**src/rtl/tlb_op_seq.sv**
```systemverilog
// -----------------------------------------------------------------------------
// tlb_op_seq
//
// Sequences the CP0 TLB instructions (tlbp, tlbr, tlbwi, tlbwr) in the E
// stage. It holds the pipeline while the TLB search, read or write port is
// used, and returns the result to CP0 as a one-cycle tlb_type_o pulse.
//
// Parameters
//   TLB_LINE_NUM   number of TLB entries (IW = log2(TLB_LINE_NUM))
//
// Optional feature
//   TLB_REFETCH_EN when defined, a REFETCH cycle follows every TLB write.
//                  It raises refetch_o so that fetch is flushed after the
//                  mapping changes. When undefined, refetch_o is tied low.
//
// Ports
//   clk, resetn          clock, asynchronous active-low reset
//   op_valid_i           TLB instruction present in E stage
//   tlb_op_i[3:0]        one-hot {tlbwr, tlbwi, tlbr, tlbp}
//   flush_i              exception / pipeline flush (aborts the operation)
//   entry_hi_i           CP0 EntryHi
//   index_i              CP0 Index
//   random_i             CP0 Random
//   data_search_req_i    data-side translation owns the search port
//   s_found_i            search-port hit
//   s_index_i            search-port hit index
//   r_entry_i            read-port data {hi, pagemask, lo1, lo0}
//   stall_o              hold pipeline
//   s_sel_tlbp_o         search port driven by this block
//   s_vpn2_o, s_asid_o   search key
//   r_index_o            read-port index
//   w_en_o, w_index_o    TLB write strobe and index
//   tlb_type_o           one-cycle CP0 update pulse (same encoding as tlb_op_i)
//   index_out_o          tlbp result for CP0 Index
//   entry_out_o          tlbr result for CP0
//   refetch_o            flush fetch after a TLB write
// -----------------------------------------------------------------------------
module tlb_op_seq #(
  parameter int TLB_LINE_NUM = 16,
  localparam int IW = $clog2(TLB_LINE_NUM)
) (
  input  logic          clk,
  input  logic          resetn,
  input  logic          op_valid_i,
  input  logic [3:0]    tlb_op_i,
  input  logic          flush_i,
  input  logic [31:0]   entry_hi_i,
  input  logic [31:0]   index_i,
  input  logic [31:0]   random_i,
  input  logic          data_search_req_i,
  input  logic          s_found_i,
  input  logic [IW-1:0] s_index_i,
  input  logic [127:0]  r_entry_i,
  output logic          stall_o,
  output logic          s_sel_tlbp_o,
  output logic [18:0]   s_vpn2_o,
  output logic [7:0]    s_asid_o,
  output logic [IW-1:0] r_index_o,
  output logic          w_en_o,
  output logic [IW-1:0] w_index_o,
  output logic [3:0]    tlb_type_o,
  output logic [31:0]   index_out_o,
  output logic [127:0]  entry_out_o,
  output logic          refetch_o
);

  typedef enum logic [2:0] {
    S_IDLE,
    S_WAIT_PORT,
    S_SEARCH,
    S_READ,
    S_WRITE,
    S_REFETCH,
    S_DONE
  } state_e;

  localparam int OP_TLBP  = 0;
  localparam int OP_TLBR  = 1;
  localparam int OP_TLBWR = 3;

  state_e          state_q, state_d;
  logic [3:0]      op_q;
  logic [18:0]     vpn2_q;
  logic [7:0]      asid_q;
  logic [IW-1:0]   idx_q;
  logic [31:0]     index_out_q;
  logic [127:0]    entry_out_q;

  logic            op_onehot;
  logic            accept;

  // EntryHi[12:8] and the upper Index/Random bits carry nothing this block needs.
  logic            unused_bits;
  assign unused_bits = ^{entry_hi_i[12:8], index_i[31:IW], random_i[31:IW]};

  // A power-of-two test. It rejects zero and any pattern with more than one bit set.
  assign op_onehot = (tlb_op_i != 4'b0000) && ((tlb_op_i & (tlb_op_i - 4'd1)) == 4'b0000);
  assign accept    = (state_q == S_IDLE) && op_valid_i && op_onehot && !flush_i;

  // ---------------------------------------------------------------------------
  // Next-state and Moore/Mealy outputs
  // ---------------------------------------------------------------------------
  always_comb begin
    // NOTE: every output of this block gets a default first, so no path can infer a latch.
    state_d      = state_q;
    stall_o      = 1'b0;
    s_sel_tlbp_o = 1'b0;
    w_en_o       = 1'b0;
    tlb_type_o   = 4'b0000;
    refetch_o    = 1'b0;

    unique case (state_q)
      S_IDLE: begin
        if (accept) begin
          stall_o = 1'b1;
          if (tlb_op_i[OP_TLBP]) begin
            // The data side owns the search port until it releases it.
            state_d = data_search_req_i ? S_WAIT_PORT : S_SEARCH;
          end else if (tlb_op_i[OP_TLBR]) begin
            state_d = S_READ;
          end else begin
            state_d = S_WRITE;
          end
        end
      end

      S_WAIT_PORT: begin
        stall_o = 1'b1;
        if (flush_i)                 state_d = S_IDLE;
        else if (!data_search_req_i) state_d = S_SEARCH;
      end

      S_SEARCH: begin
        stall_o      = 1'b1;
        s_sel_tlbp_o = 1'b1;
        state_d      = flush_i ? S_IDLE : S_DONE;
      end

      S_READ: begin
        stall_o = 1'b1;
        state_d = flush_i ? S_IDLE : S_DONE;
      end

      S_WRITE: begin
        stall_o = 1'b1;
        w_en_o  = !flush_i;
`ifdef TLB_REFETCH_EN
        state_d = flush_i ? S_IDLE : S_REFETCH;
`else
        state_d = flush_i ? S_IDLE : S_DONE;
`endif
      end

`ifdef TLB_REFETCH_EN
      S_REFETCH: begin
        stall_o   = 1'b1;
        refetch_o = 1'b1;
        state_d   = flush_i ? S_IDLE : S_DONE;
      end
`endif

      S_DONE: begin
        tlb_type_o = flush_i ? 4'b0000 : op_q;
        state_d    = S_IDLE;
      end

      default: state_d = S_IDLE;
    endcase
  end

  // ---------------------------------------------------------------------------
  // State and latched operands
  // ---------------------------------------------------------------------------
  // NOTE: every register here is reset, because the CP0 result outputs must read 0 after reset.
  always_ff @(posedge clk or negedge resetn) begin
    if (!resetn) begin
      state_q     <= S_IDLE;
      op_q        <= 4'b0000;
      vpn2_q      <= '0;
      asid_q      <= '0;
      idx_q       <= '0;
      index_out_q <= '0;
      entry_out_q <= '0;
    end else begin
      // NOTE: non-blocking assignments, so every register samples its pre-edge value.
      state_q <= state_d;

      if (accept) begin
        op_q   <= tlb_op_i;
        vpn2_q <= entry_hi_i[31:13];
        asid_q <= entry_hi_i[7:0];
        idx_q  <= tlb_op_i[OP_TLBWR] ? random_i[IW-1:0] : index_i[IW-1:0];
      end

      // A flushed search or read must not corrupt the previous CP0 result.
      if (state_q == S_SEARCH && !flush_i) begin
        index_out_q <= {~s_found_i, {(31-IW){1'b0}}, s_index_i};
      end

      if (state_q == S_READ && !flush_i) begin
        entry_out_q <= r_entry_i;
      end
    end
  end

  assign s_vpn2_o    = vpn2_q;
  assign s_asid_o    = asid_q;
  assign r_index_o   = idx_q;
  assign w_index_o   = idx_q;
  assign index_out_o = index_out_q;
  assign entry_out_o = entry_out_q;

endmodule

```
**config.mk**
```make
export PLATFORM = sky130hd
export DESIGN_NAME = tlb_op_seq
export DESIGN_NICKNAME = d
export VERILOG_FILES = /design/src/rtl/tlb_op_seq.sv
export SDC_FILE = /design/constraint.sdc
export NUM_CORES = 1
export LEC_CHECK = 0
export BUFFER_PORTS_ARGS = -buffer_cell sky130_fd_sc_hd__buf_4
export CORE_AREA = 2 2 174 176
export DETAILED_ROUTE_END_ITERATION = 10
export DIE_AREA = 0 0 176 178
export PLACE_DENSITY_LB_ADDON = 0.25
export SYNTH_ARGS = -nofsm -noshare
export SYNTH_HDL_FRONTEND = slang
export SYNTH_SLANG_ARGS = --single-unit
export TNS_END_PERCENT = 20
```
**constraint.sdc**
```tcl
create_clock -name clk -period 3 [get_ports clk]
set_clock_uncertainty 0.05 [all_clocks]
set_input_delay 0.3 -clock clk [delete_from_list [all_inputs] [get_ports clk]]
set_output_delay 0.3 -clock clk [all_outputs]
set_load 0.05 [all_outputs]
```
==> results of run 1 <==
worst max-delay path, delay by kind of cell, from the launching register on:
family	cells	cell delay, ns
buf+inv	1	0.26
mux	1	0.36
simple gates	3	0.91
flops	1	0.47
cell type report:
class | count | area (µm²) | share of cell area (%)
Multi-Input combinational cell | 236 | 2380 | 22.7
Inverter | 2 | 7.51 | 0.0716
Tap cell | 390 | 488 | 4.65
Timing Repair Buffer | 359 | 2770 | 26.4
Clock buffer | 17 | 425 | 4.06
Clock inverter | 13 | 134 | 1.28
Sequential cell | 171 | 4280 | 40.8
final timing paths:
path                            cells past startpoint                           to
worst max-delay path                                5      s_asid_o[0]$_DFFE_PN0P_
worst min-delay path                                2      s_vpn2_o[0]$_DFFE_PN0P_
worst max register to register                      5      s_asid_o[0]$_DFFE_PN0P_
worst min register to register                      1  entry_out_o[67]$_DFFE_PN0P_
max in group asynchronous                           3  entry_out_o[53]$_DFFE_PN0P_
min in group asynchronous                           2  entry_out_o[49]$_DFFE_PN0P_
metrics by stage:
stage               total power (W)  instance area (µm²)
global placement            0.00638                 9900
finish                      0.00849                10500
CTS                         0.00864                10500
floorplan                   0.00531                 7060
detailed placement          0.00639                 9900
global route                0.00891                10500
logic make-up (layout without fill, tap and decap cells):
| kind of cell | Yosys count | after routing |
|---|---|---|
| xor gates and xnor gates | 2 | 2 |
| AOI/OAI and AO/OA | 9 | 9 |
| buffers and inverters | 54 | 391 |
| muxes | 172 | 172 |
| and+or+nand+nor | 25 | 25 |
| other | 1 | 28 |
| DFF | 171 | 171 |
power breakdown:
| group | switching (W) | leakage (nW) | internal [W] |
|---|---|---|---|
| Combinational | 0.00214 | 2.94 | 0.00117 |
| Sequential | 0.000267 | 2.30 | 0.00275 |
| Clock | 0.00100 | 0.271 | 0.00116 |
layout by cell type (no fill, tap or decap), types with 2 or more instances in the layout:
| cell | netlist | routed |
|---|---|---|
| xnor2_1 | 2 | 2 |
| dfrtp_1 | 171 | 171 |
| and2_1 | 4 | 4 |
| dlygate4sd3_1 | 0 | 2 |
| inv_1 | 2 | 2 |
| a21oi_1 | 3 | 3 |
| mux2_2 | 141 | 141 |
| buf_12 | 3 | 5 |
| conb_1 | 1 | 28 |
| inv_8 | 0 | 2 |
| nand2b_1 | 2 | 2 |
| inv_6 | 0 | 5 |
| nor2_1 | 8 | 8 |
| clkinvlp_4 | 0 | 2 |
| or4b_1 | 2 | 2 |
| clkinv_4 | 0 | 2 |
| clkbuf_16 | 0 | 17 |
| mux2_4 | 30 | 30 |
| buf_4 | 32 | 351 |
metal layers:
layer	vias up	share of wire, %	global-route usage (%)
met1	2255	39	13.4
li1	2158	-	-
met4	0	1.7	3.86
met2	222	52	20.0
met5	-	0	0
met3	14	7.4	3.20
flip-flops by register name, indices dropped and copies added, names as in the netlist:
signal and flops:
index_out_o 5, s_asid_o 8, op_q 4, s_vpn2_o 19, r_index_o 4, entry_out_o 128
state_q 3
==> results.toml, run 1 <==
[run_status]
run_status = "completed"

[global_routing]
groute.usage.overall_pct = 11.4
antenna_found_initial = 0
grt_pass1_wl_um = 27500
grt_pass1_vias = 4790
overflow = 0
grt_max_degree = 73

[logic_synthesis]
synth_ff_type = "dfrtp_1"
synth_adder_area_share_pct = 0
synth_top_family_by_area = "multiplexers"
synth_xor_area_share_pct = 0.252
netlist_top_cells_area = "dfrtp_1, mux2_2, mux2_4, buf_4, buf_2"
synth_area_um2 = 6960
ys_ff_latch = 171
synth_top_area_share_pct = 61.5
synth_cells = 434
yosys.area_share.simple_pct = 2.10
yosysMostFrequentCell = "dfrtp_1"
ys_warn_count = 0
syn_area_per_cell_um2 = 16.0
synthMuxAreaShare_pct = 29.4
synth_cell_types = 32
synth_top_area_cell = "dfrtp_1"
synth_edf_count = 0
synth_top_cells_by_count = "dfrtp_1, mux2_2, buf_4, mux2_4, buf_2"
synth_compound_area_share_pct = 0.863
ys_async_sr_fraction_pct = 100
yosysSeqAreaShare_pct = 61.5

[die]
ioPinCount = 441
num_rows = 63
start_util_pct = 23.7
die_area_um2 = 31300
core-area_um2 = 29400
dieHeight_um = 178
chipWidth_um = 176

[worst_setup_path]
worstReg2RegStart = "state_q[2]$_DFFE_PN0P_"
crit_chain = "nor2_1 -> nand3_1 -> and2b_2 -> buf_12 -> mux2_2"
critPathCaptureType = "flip-flop"
cp-start-kind = "flip-flop"
path_max_fanout = 26
crit_arrival_ns = 2.44
worstPathRequired_ns = 3.26
rrSetupSlack_ns = 0.82
slowest_delay_ns = 0.47
crit_start = "state_q[2]$_DFFE_PN0P_"
criticalPathCategory = "reg -> reg"
cp_slowest_cell = "dfrtp_1"

[place]
post-place-cells = 1156
place_hpwl_um = 13500
port_buffers = 351
pre_cts_ws_ns = 0.594
place.gp.congestion = 0.730

[routing]
drt_first_pass_iters = 4
drt_iter0_drc = 127
dr_total_vias = 4649
wl_per_cell_um = 15.4
via_per_inst = 3.91
wirelength_um = 18300
drc_errors = 0
final_antenna_net_count = 0

[cells_and_area]
area_growth_pct = 50.7
fin_util_pct = 35.7
antenna_cells = 0
fin_nets = 1025
instances_no_fill = 1188
fillCellCount = 2932
drive_gt1_share_pct = 70.3

[clock_tree]
clkSlewWorstSetupHoldPaths_ns = 0.07
cts_made_buffers = 17
cts_resized = 0
tritoncts = "yes"
cts_setup_buffers = 0
cts_hold_buffers = 2
clk_path_buf_depth = 2
clock_latency_ns = 0.41
htree_levels = 4
cts_root_buf = "clkbuf_16"
cts.sinks = 171

[hold_path]
hp-start = "entry_hi_i[13]"
hold_path.class = "in -> reg"

[sta]
fin_setup_tns_ns = 0
rsz0062_at_grt = "false"
period_needed_ns = 2.18
worst_pin_slew_ns = 0.829
drv_slew = 0
hold_viol = 0
whs_ns = 0.0550
max_slew_margin_pct = 44.3
finalCritPeriodShare_pct = 72.8
fmax_mhz = 458
setup_viol = 0
final.setup.worst_slack_ns = 0.817

[pwr]
p_leak_nw = 5.51
power.density_nw_per_um2 = 809
irDropWorstVdd_mv = 0.691

[job]
drv_cap = 0
No activity file was read; power rests on OpenSTA's default activity.
==> run 2, diff against run 1 <==
- CORE_AREA: 2 2 174 176 -> 2 2 169 171
- DIE_AREA: 0 0 176 178 -> 0 0 171 173
- clock period: 3 -> 2.2 ns (I/O delays scaled with it)
==> run 2 against run 1 <==
Total power is 38% higher. Cell area increased by 15%. Via count up 16%. Non-clock buffer count increased by 165.
==> results.toml, run 2 (synthesis gave the netlist of run 1 again) <==
[run_status]
run_status = "completed"

[place]
post-place-cells = 1150
port_buffers = 351
place_hpwl_um = 13100
place.gp.congestion = 0.721

[cells_and_area]
fin_nets = 1190
largest_register_ffs = 128
fin_util_pct = 43.8
final_common_cell = "buf_4"
mostFrequentLayoutCells = "buf_4, dfrtp_1, dlygate4sd3_1, mux2_2, mux2_4"
antenna_cells = 0
instances_no_fill = 1342
fillCellCount = 2553
drive_gt1_share_pct = 58.9
area_growth_pct = 73.8

[sta]
hold_viol = 0
finalCritPeriodShare_pct = 91.5
fin_setup_tns_ns = 0
setup_viol = 0
drv_slew = 0
max_slew_margin_pct = 64.7
rsz0062_at_grt = "false"
worst_pin_slew_ns = 0.522
fmax_mhz = 497
period_needed_ns = 2.01

[worst_setup_path]
critPathCaptureType = "primary output"
path_max_fanout = 5
criticalPathCategory = "reg -> out"
cp-start-kind = "flip-flop"
crit_arrival_ns = 1.74
worstPathRequired_ns = 1.93
rrSetupSlack_ns = 0.38

[die]
num_rows = 61
die_area_um2 = 29600
core-area_um2 = 27600
dieHeight_um = 173
ioPinCount = 441
start_util_pct = 25.2
chipWidth_um = 171

[global_routing]
groute.usage.overall_pct = 13.1
grt_pass1_wl_um = 30800
overflow = 0
grt_pass1_vias = 5806
grt_max_degree = 72
antenna_found_initial = 0

[pwr]
total_power_w = 0.0117
power.density_nw_per_um2 = 968
p_leak_nw = 6.19
irDropWorstVdd_mv = 0.882

[clock_tree]
cts_made_buffers = 17
clkSlewWorstSetupHoldPaths_ns = 0.07
cts_root_buf = "clkbuf_16"
cts.sinks = 171
clk_path_buf_depth = 2
clock_latency_ns = 0.41
htree_levels = 4
tritoncts = "yes"

[job]
drv_cap = 0

[routing]
drc_errors = 0
via_per_inst = 4.02
wl_per_cell_um = 14.8
drt_iter0_drc = 149
wirelength_um = 19800
dr_total_vias = 5390
drt_first_pass_iters = 4
final_antenna_net_count = 0

[hold_path]
hold_path.class = "in -> reg"
[run 2: changes by cell type in the layout (fill, tap and decap cells not counted)]
cell	change
inv_8	-1
a311oi_2	+1
bufinv_16	-1
clkinvlp_4	+1
a311oi_1	-1
clkbuf_1	+1
inv_6	+1
buf_4	+6
dlygate4sd3_1	+159
[run 2: final timing paths]
kind	from	endpoint	cells after the start
max	state_q[0]$_DFFE_PN0P_	stall_o	4
min	tlb_op_i[1]	op_q[1]$_DFFE_PN0P_	2
max reg2reg	state_q[2]$_DFFE_PN0P_	entry_out_o[7]$_DFFE_PN0P_	4
min reg2reg	entry_out_o[96]$_DFFE_PN0P_	entry_out_o[96]$_DFFE_PN0P_	1
max in group asynchronous	resetn	s_vpn2_o[2]$_DFFE_PN0P_	3
min in group asynchronous	resetn	entry_out_o[119]$_DFFE_PN0P_	2
[run 2: area by class of cell]
| class | instances | area, µm² | share of cell area, % |
|---|---|---|---|
| clock buffer | 18 | 429 | 3.55 |
| clock inverter | 13 | 109 | 0.900 |
| inverter | 2 | 7.51 | 0.0621 |
| multi-input combinational | 236 | 2390 | 19.8 |
| sequential | 171 | 4280 | 35.4 |
| tap | 378 | 473 | 3.91 |
| timing repair buffer | 524 | 4400 | 36.4 |
[run 2: repair_timing]
| action | CTS | global route |
|---|---|---|
| setup endpoints to repair | 0 | 1 |
| setup buffers | 0 | 0 |
| resized for setup | 0 | 1 |
| endpoints found under the hold margin | 200 | 0 |
| hold buffers | 161 | 0 |
[run 2: layer usage]
| metal | routed length, µm | global-route usage (%) | vias up |
|---|---|---|---|
| li1 | - | - | 2491 |
| met5 | 0 | 0 | - |
| met4 | 369 | 4.41 | 0 |
| met1 | 7790 | 14.8 | 2633 |
| met2 | 10000 | 23.3 | 243 |
| met3 | 1610 | 4.07 | 23 |
[run 2: report_power, final]
| group | leakage [nW] | switching (W) | total, W | internal (W) |
|---|---|---|---|---|
| logic | 3.64 | 0.00299 | 0.00479 | 0.00179 |
| registers | 2.30 | 0.000351 | 0.00410 | 0.00375 |
| clock network | 0.256 | 0.00135 | 0.00282 | 0.00147 |
[run 2: worst max-delay path, stage by stage (launching register included)]
cell and delay [ns]:
dfrtp_1 0.42, or2_2 0.36, a311oi_2 0.28, a21oi_1 0.07, buf_4 0.20
[run 2: stage by stage]
step / setup WS (ns) / hold slack [ns] / instance area (µm²)
after floorplan: 0.0469 / -0.126 / 7060
after global placement: 0.165 / 0.151 / 9930
after detailed placement: 0.151 / 0.152 / 9930
after CTS: 0.113 / 0.00565 / 12100
after global routing: 0.0694 / 0.0121 / 12100
final: 0.186 / 0.0355 / 12100
